File: src/rtl/normalization_shifter.sv
// ============================================================================
// normalization_shifter: two-stage leading-bit count + left-normalizing shift.
// Revision: 1.0
// ============================================================================
`default_nettype none

module leading_bits_counter #(
  parameter int DATA_WIDTH   = 64,
  parameter bit BIT_TO_COUNT = 1'b0,
  parameter int SHIFT_WIDTH  = $clog2(DATA_WIDTH)
) (
  input  logic [DATA_WIDTH-1:0]  data,
  output logic [SHIFT_WIDTH-1:0] count
);

  logic found;

  // A run covering the whole word saturates at DATA_WIDTH-1 so it fits SHIFT_WIDTH.
  always_comb begin
    count = SHIFT_WIDTH'(DATA_WIDTH - 1);
    found = 1'b0;
    for (int i = DATA_WIDTH - 1; i >= 0; i--) begin
      if (!found && (data[i] != BIT_TO_COUNT)) begin
        count = SHIFT_WIDTH'(DATA_WIDTH - 1 - i);
        found = 1'b1;
      end
    end
  end

endmodule

module normalization_shifter #(
  parameter int DATA_WIDTH  = 64,
  parameter int SHIFT_WIDTH = $clog2(DATA_WIDTH),
  parameter int TAG_WIDTH   = 4
) (
  input  logic                   clock,
  input  logic                   reset_n,
  input  logic                   flush,
  input  logic                   in_valid,
  output logic                   in_ready,
  input  logic [DATA_WIDTH-1:0]  in_data,
  input  logic                   in_signed,
  input  logic [TAG_WIDTH-1:0]   in_tag,
  output logic                   out_valid,
  input  logic                   out_ready,
  output logic [DATA_WIDTH-1:0]  out_data,
  output logic [SHIFT_WIDTH-1:0] out_shift,
  output logic                   out_zero,
  output logic [TAG_WIDTH-1:0]   out_tag
);

  logic [SHIFT_WIDTH-1:0] lz_count;
  logic [SHIFT_WIDTH-1:0] lo_count;
  logic [SHIFT_WIDTH-1:0] count_sel;

  leading_bits_counter #(
    .DATA_WIDTH  (DATA_WIDTH),
    .BIT_TO_COUNT(1'b0),
    .SHIFT_WIDTH (SHIFT_WIDTH)
  ) u_lead_zeros (
    .data (in_data),
    .count(lz_count)
  );

  leading_bits_counter #(
    .DATA_WIDTH  (DATA_WIDTH),
    .BIT_TO_COUNT(1'b1),
    .SHIFT_WIDTH (SHIFT_WIDTH)
  ) u_lead_ones (
    .data (in_data),
    .count(lo_count)
  );

  assign count_sel = (in_signed && in_data[DATA_WIDTH-1]) ? lo_count : lz_count;

  logic                   s1_valid_q, s1_valid_d;
  logic [DATA_WIDTH-1:0]  s1_data_q, s1_data_d;
  logic                   s1_signed_q, s1_signed_d;
  logic [TAG_WIDTH-1:0]   s1_tag_q, s1_tag_d;
  logic [SHIFT_WIDTH-1:0] s1_count_q, s1_count_d;
  logic                   s1_zero_q, s1_zero_d;

  logic                   out_valid_q, out_valid_d;
  logic [DATA_WIDTH-1:0]  out_data_q, out_data_d;
  logic [SHIFT_WIDTH-1:0] out_shift_q, out_shift_d;
  logic                   out_zero_q, out_zero_d;
  logic [TAG_WIDTH-1:0]   out_tag_q, out_tag_d;

  logic                   s1_advance;
  logic [SHIFT_WIDTH-1:0] shift_amt;

  assign s1_advance = !out_valid_q || out_ready;
  assign in_ready   = !s1_valid_q || s1_advance;

  // Signed mode keeps one copy of the sign bit, so it shifts one less than the run.
  always_comb begin
    if (s1_zero_q) begin
      shift_amt = '0;
    end else if (s1_signed_q) begin
      shift_amt = (s1_count_q == '0) ? '0 : s1_count_q - SHIFT_WIDTH'(1);
    end else begin
      shift_amt = s1_count_q;
    end
  end

  always_comb begin
    s1_valid_d  = s1_valid_q;
    s1_data_d   = s1_data_q;
    s1_signed_d = s1_signed_q;
    s1_tag_d    = s1_tag_q;
    s1_count_d  = s1_count_q;
    s1_zero_d   = s1_zero_q;
    if (flush) begin
      s1_valid_d = 1'b0;
    end else if (in_ready) begin
      s1_valid_d = in_valid;
      if (in_valid) begin
        s1_data_d   = in_data;
        s1_signed_d = in_signed;
        s1_tag_d    = in_tag;
        s1_count_d  = count_sel;
        s1_zero_d   = (in_data == '0);
      end
    end
  end

  always_comb begin
    out_valid_d = out_valid_q;
    out_data_d  = out_data_q;
    out_shift_d = out_shift_q;
    out_zero_d  = out_zero_q;
    out_tag_d   = out_tag_q;
    if (flush) begin
      out_valid_d = 1'b0;
    end else if (s1_advance) begin
      out_valid_d = s1_valid_q;
      if (s1_valid_q) begin
        out_data_d  = s1_zero_q ? '0 : (s1_data_q << shift_amt);
        out_shift_d = shift_amt;
        out_zero_d  = s1_zero_q;
        out_tag_d   = s1_tag_q;
      end
    end
  end

  always_ff @(posedge clock or negedge reset_n) begin
    if (!reset_n) begin
      s1_valid_q  <= 1'b0;
      s1_data_q   <= '0;
      s1_signed_q <= 1'b0;
      s1_tag_q    <= '0;
      s1_count_q  <= '0;
      s1_zero_q   <= 1'b0;
      out_valid_q <= 1'b0;
      out_data_q  <= '0;
      out_shift_q <= '0;
      out_zero_q  <= 1'b0;
      out_tag_q   <= '0;
    end else begin
      s1_valid_q  <= s1_valid_d;
      s1_data_q   <= s1_data_d;
      s1_signed_q <= s1_signed_d;
      s1_tag_q    <= s1_tag_d;
      s1_count_q  <= s1_count_d;
      s1_zero_q   <= s1_zero_d;
      out_valid_q <= out_valid_d;
      out_data_q  <= out_data_d;
      out_shift_q <= out_shift_d;
      out_zero_q  <= out_zero_d;
      out_tag_q   <= out_tag_d;
    end
  end

  assign out_valid = out_valid_q;
  assign out_data  = out_data_q;
  assign out_shift = out_shift_q;
  assign out_zero  = out_zero_q;
  assign out_tag   = out_tag_q;

endmodule

`default_nettype wire

File: config.mk
export PLATFORM = sky130hd
export DESIGN_NAME = normalization_shifter
export DESIGN_NICKNAME = d
export VERILOG_FILES = /design/src/rtl/normalization_shifter.sv
export SDC_FILE = /design/constraint.sdc
export NUM_CORES = 1
export LEC_CHECK = 0
export CORE_ASPECT_RATIO = 0.9
export CORE_MARGIN = 1.5
export CORE_UTILIZATION = 57
export CTS_CLUSTER_SIZE = 16
export DETAILED_ROUTE_END_ITERATION = 8
export PLACE_DENSITY = 0.82
export SYNTH_ARGS = -nofsm -noshare
export SYNTH_HDL_FRONTEND = slang
export SYNTH_HIERARCHICAL = 1
export SYNTH_SLANG_ARGS = --single-unit
File: constraint.sdc
create_clock -name clock -period 3.9 [get_ports clock]
set_clock_uncertainty 0.1 [all_clocks]
set_input_delay 1.17 -clock clock [delete_from_list [all_inputs] [get_ports clock]]
set_output_delay 1.17 -clock clock [all_outputs]
set_load 0.05 [all_outputs]
==> qor.txt <==
initial antenna violation count - 1
die width - 156 µm
DR iter-0 viols - 2106
Die Height - 141 µm
clk_lat worst skew - 440 ps
number of synthesized register bits - 153
H-tree lvl count - 4
Ys Warns - 6
Crit path required time - 4130 ps
clock root buffer - clkbuf_16
Leak Pwr - 6.61 nW
Hold Fails Final Rpt - 0
Most common cell on crit path - o21ai_0
FF/Latch Area - 3830 µm²
Seq/Total Area, Yosys - 0.319
CP top delay family - compound AO/OA/AOI/OAI gates
Worst Path Max Fanout - 7
Setup crit end - out_data[16]
Worst slew margin - 0.463
Async SR Flop Fraction - 1.00
Initial Util - 0.580
status - finished, violations left
Final TNS setup - 0 ps
Worst-path clk slew - 70 ps
area of the multi-input gates - 7680 µm²
first-pass GRT wire length - 74.6 mm
Tcrit/Tclk final - 0.982
Post-CTS Hold Buffers - 0
crit path launch - s1_count_q[0]
CTS tree - built
1st-pass router iterations - 9
Post-CTS Repair Setup Buffers - 0
top cell type's share of synthesized area - 0.319
layout cell share with drive strength beyond 1 - 0.213
Final Setup Violations - 0
maximum vdd drop - 558 µV
Top FF cell, synth - dfrtp_1
Post-synth EDFFs - 0
vias in the first global route - 12600
sequence of cells on the critical path - inv_1, ha_1, or4b_1, o211ai_2, a21oi_1, mux4_2, o21ai_0, buf_4, mux2i_1, o21ai_0
Netlist cell types - 94
crit path kind - reg2reg
final core occ - 0.740
PD cells - 655 nW/µm²
drt wl/cell - 25.9 µm
Synth Cell Area - 12000 µm²
synth top area cells - dfrtp_1, mux2i_1, mux2_2
fmax - 261 MHz
Ports - 151
syn_nets - 1406
area leader, netlist - dfrtp_1
critical path endpoint category - flip-flop
number of cells on the critical path - 10
Fin Hold WS - 384 ps
# Max-Cap Violations - 0
final WL - 48.4 mm
Critical path buffers and inverters - 2
total number of vias - 13200
slowest CP cell - or4b_1
max incr delay on CP - 690 ps
Period minus WS final - 3830 ps
CTS Sinks - 153
Avg Vias per Cell - 7.05
# port buffers - 150
DRC - 31
antenna viol nets, final - 0
RSZ-0062 raised after global routing - no
r2r endpoint - out_data[16]
Ant. Diodes - 0
Total Routing Usage GR - 0.444
clk buf depth - 2
gpl congestion - 1.01
syn_area_per_cell - 9.03 µm²
largest net degree at the start of global routing - 82
Core Rows - 50
fill cell count - 1579
CORE AREA - 20700 µm²
worst r2r src - s1_count_q[0]
Nets - 1649
Syn-to-layout area delta - 27.6%
Syn Inst Count - 1330
number of buffers created by CTS - 17
PostCTS Resize Cnt - 0
worst reg2reg setup slack - 70 ps
R2R depth - 10
worst min-delay path class - reg2reg
Max Slew Vio Count - 0
GRT overflow - 0
failing checks - design-rule violations
worst path arrival time - 4060 ps
die area - 21900 µm²
Synth top cells by count - dfrtp_1, nand2_1, mux2i_1, mux2_2, nor2_1
CP startpoint kind - flip-flop
Worst Tran Pin Value - 805 ps
HPWL Detailed - 36.7 mm
worst min-delay path by stage:
| stage | depth (start not counted) | end | startpoint | slack [ps] |
|---|---|---|---|---|
| after floorplan | 1 | out_tag[0] | s1_tag_q[0] | 370 |
| after global placement | 2 | out_shift[3] | out_shift[3] | 360 |
| after detailed placement | 2 | out_shift[3] | out_shift[3] | 370 |
| after CTS | 2 | out_shift[0] | out_shift[0] | 390 |
| after global routing | 2 | out_data[2] | out_data[2] | 410 |
| final | 2 | out_shift[0] | out_shift[0] | 380 |
flip-flops by register name (all words and copies together), names as in the netlist:
name         flops
out_zero         1
s1_zero_q        1
s1_valid_q       1
s1_count_q       6
out_tag          4
out_shift        6
out_data        64
out_valid        1
s1_data_q       64
s1_tag_q         4
s1_signed_q      1
final cells by class:
cell class / instances / share of cell area
clock inverters: 14 / 0.00980
flip-flops and latches: 153 / 0.250
multi-input cells: 1065 / 0.501
clock buffers: 18 / 0.0287
repair buffers: 303 / 0.179
inverters: 33 / 0.00809
well taps: 286 / 0.0234
worst min-delay path, stage by stage, from the launching register on:
cell     delay (ps)
dfrtp_1         340
nand2_1          50
o21ai_0          60
cells in the final DEF, fill, tap and decap left out, types with 7 or more instances in the layout:
cell type | netlist | layout
inv_1 | 32 | 32
a22o_1 | 18 | 17
and3_1 | 14 | 14
nand2b_1 | 13 | 13
nor4_1 | 32 | 32
clkdlybuf4s50_1 | 0 | 148
nor2b_1 | 10 | 10
mux2i_1 | 143 | 143
o211ai_1 | 16 | 16
a222oi_1 | 14 | 14
o21ai_0 | 67 | 67
nor2_1 | 71 | 70
nand3_1 | 49 | 49
nand4_1 | 25 | 25
clkbuf_16 | 0 | 17
dfrtp_1 | 153 | 153
o22ai_1 | 8 | 8
buf_4 | 12 | 147
a221oi_1 | 20 | 20
a22oi_1 | 19 | 19
a211oi_1 | 26 | 26
inv_6 | 0 | 7
nor4_4 | 7 | 7
a21oi_1 | 61 | 60
a31oi_1 | 26 | 26
mux2_2 | 92 | 92
nand2_1 | 153 | 153
buf_12 | 0 | 7
nor3_1 | 32 | 32
where the power goes:
| group | switching (mW) | total (mW) | leakage [nW] | internal [mW] |
|---|---|---|---|---|
| logic | 3.80 | 5.96 | 4.42 | 2.16 |
| clock network | 0.770 | 1.70 | 0.295 | 0.927 |
| registers | 0.363 | 2.38 | 1.90 | 2.02 |
cells by family after synthesis:
family	after synthesis	share of synthesized area
compound gates	356	0.210
mux	241	0.215
xor+xnor	3	0.00219
simple gates	463	0.208
buf+inv	112	0.0437
fa+ha+maj	2	0.00208
flops	153	0.319
metal layers:
metal / GRT usage / vias to the layer above / wire [µm]
met2: 0.654 / 1019 / 21000
met3: 0.152 / 172 / 6780
li1: - / 5648 / -
met4: 0.138 / 4 / 1430
met5: 0.0136 / - / 46
met1: 0.614 / 6356 / 19200
stage by stage:
step	power [mW]	area [µm²]	worst slack, ps	std cells
after CTS	9.81	15300	166	1872
after detailed placement	8.08	14700	9.09	1840
after floorplan	5.95	12000	529	1330
after global placement	7.98	14700	2.27	1840
final	10.0	15300	69.8	1872
after global routing	10.3	15300	4.56	1872
Power figures use the tool's default switching activity.
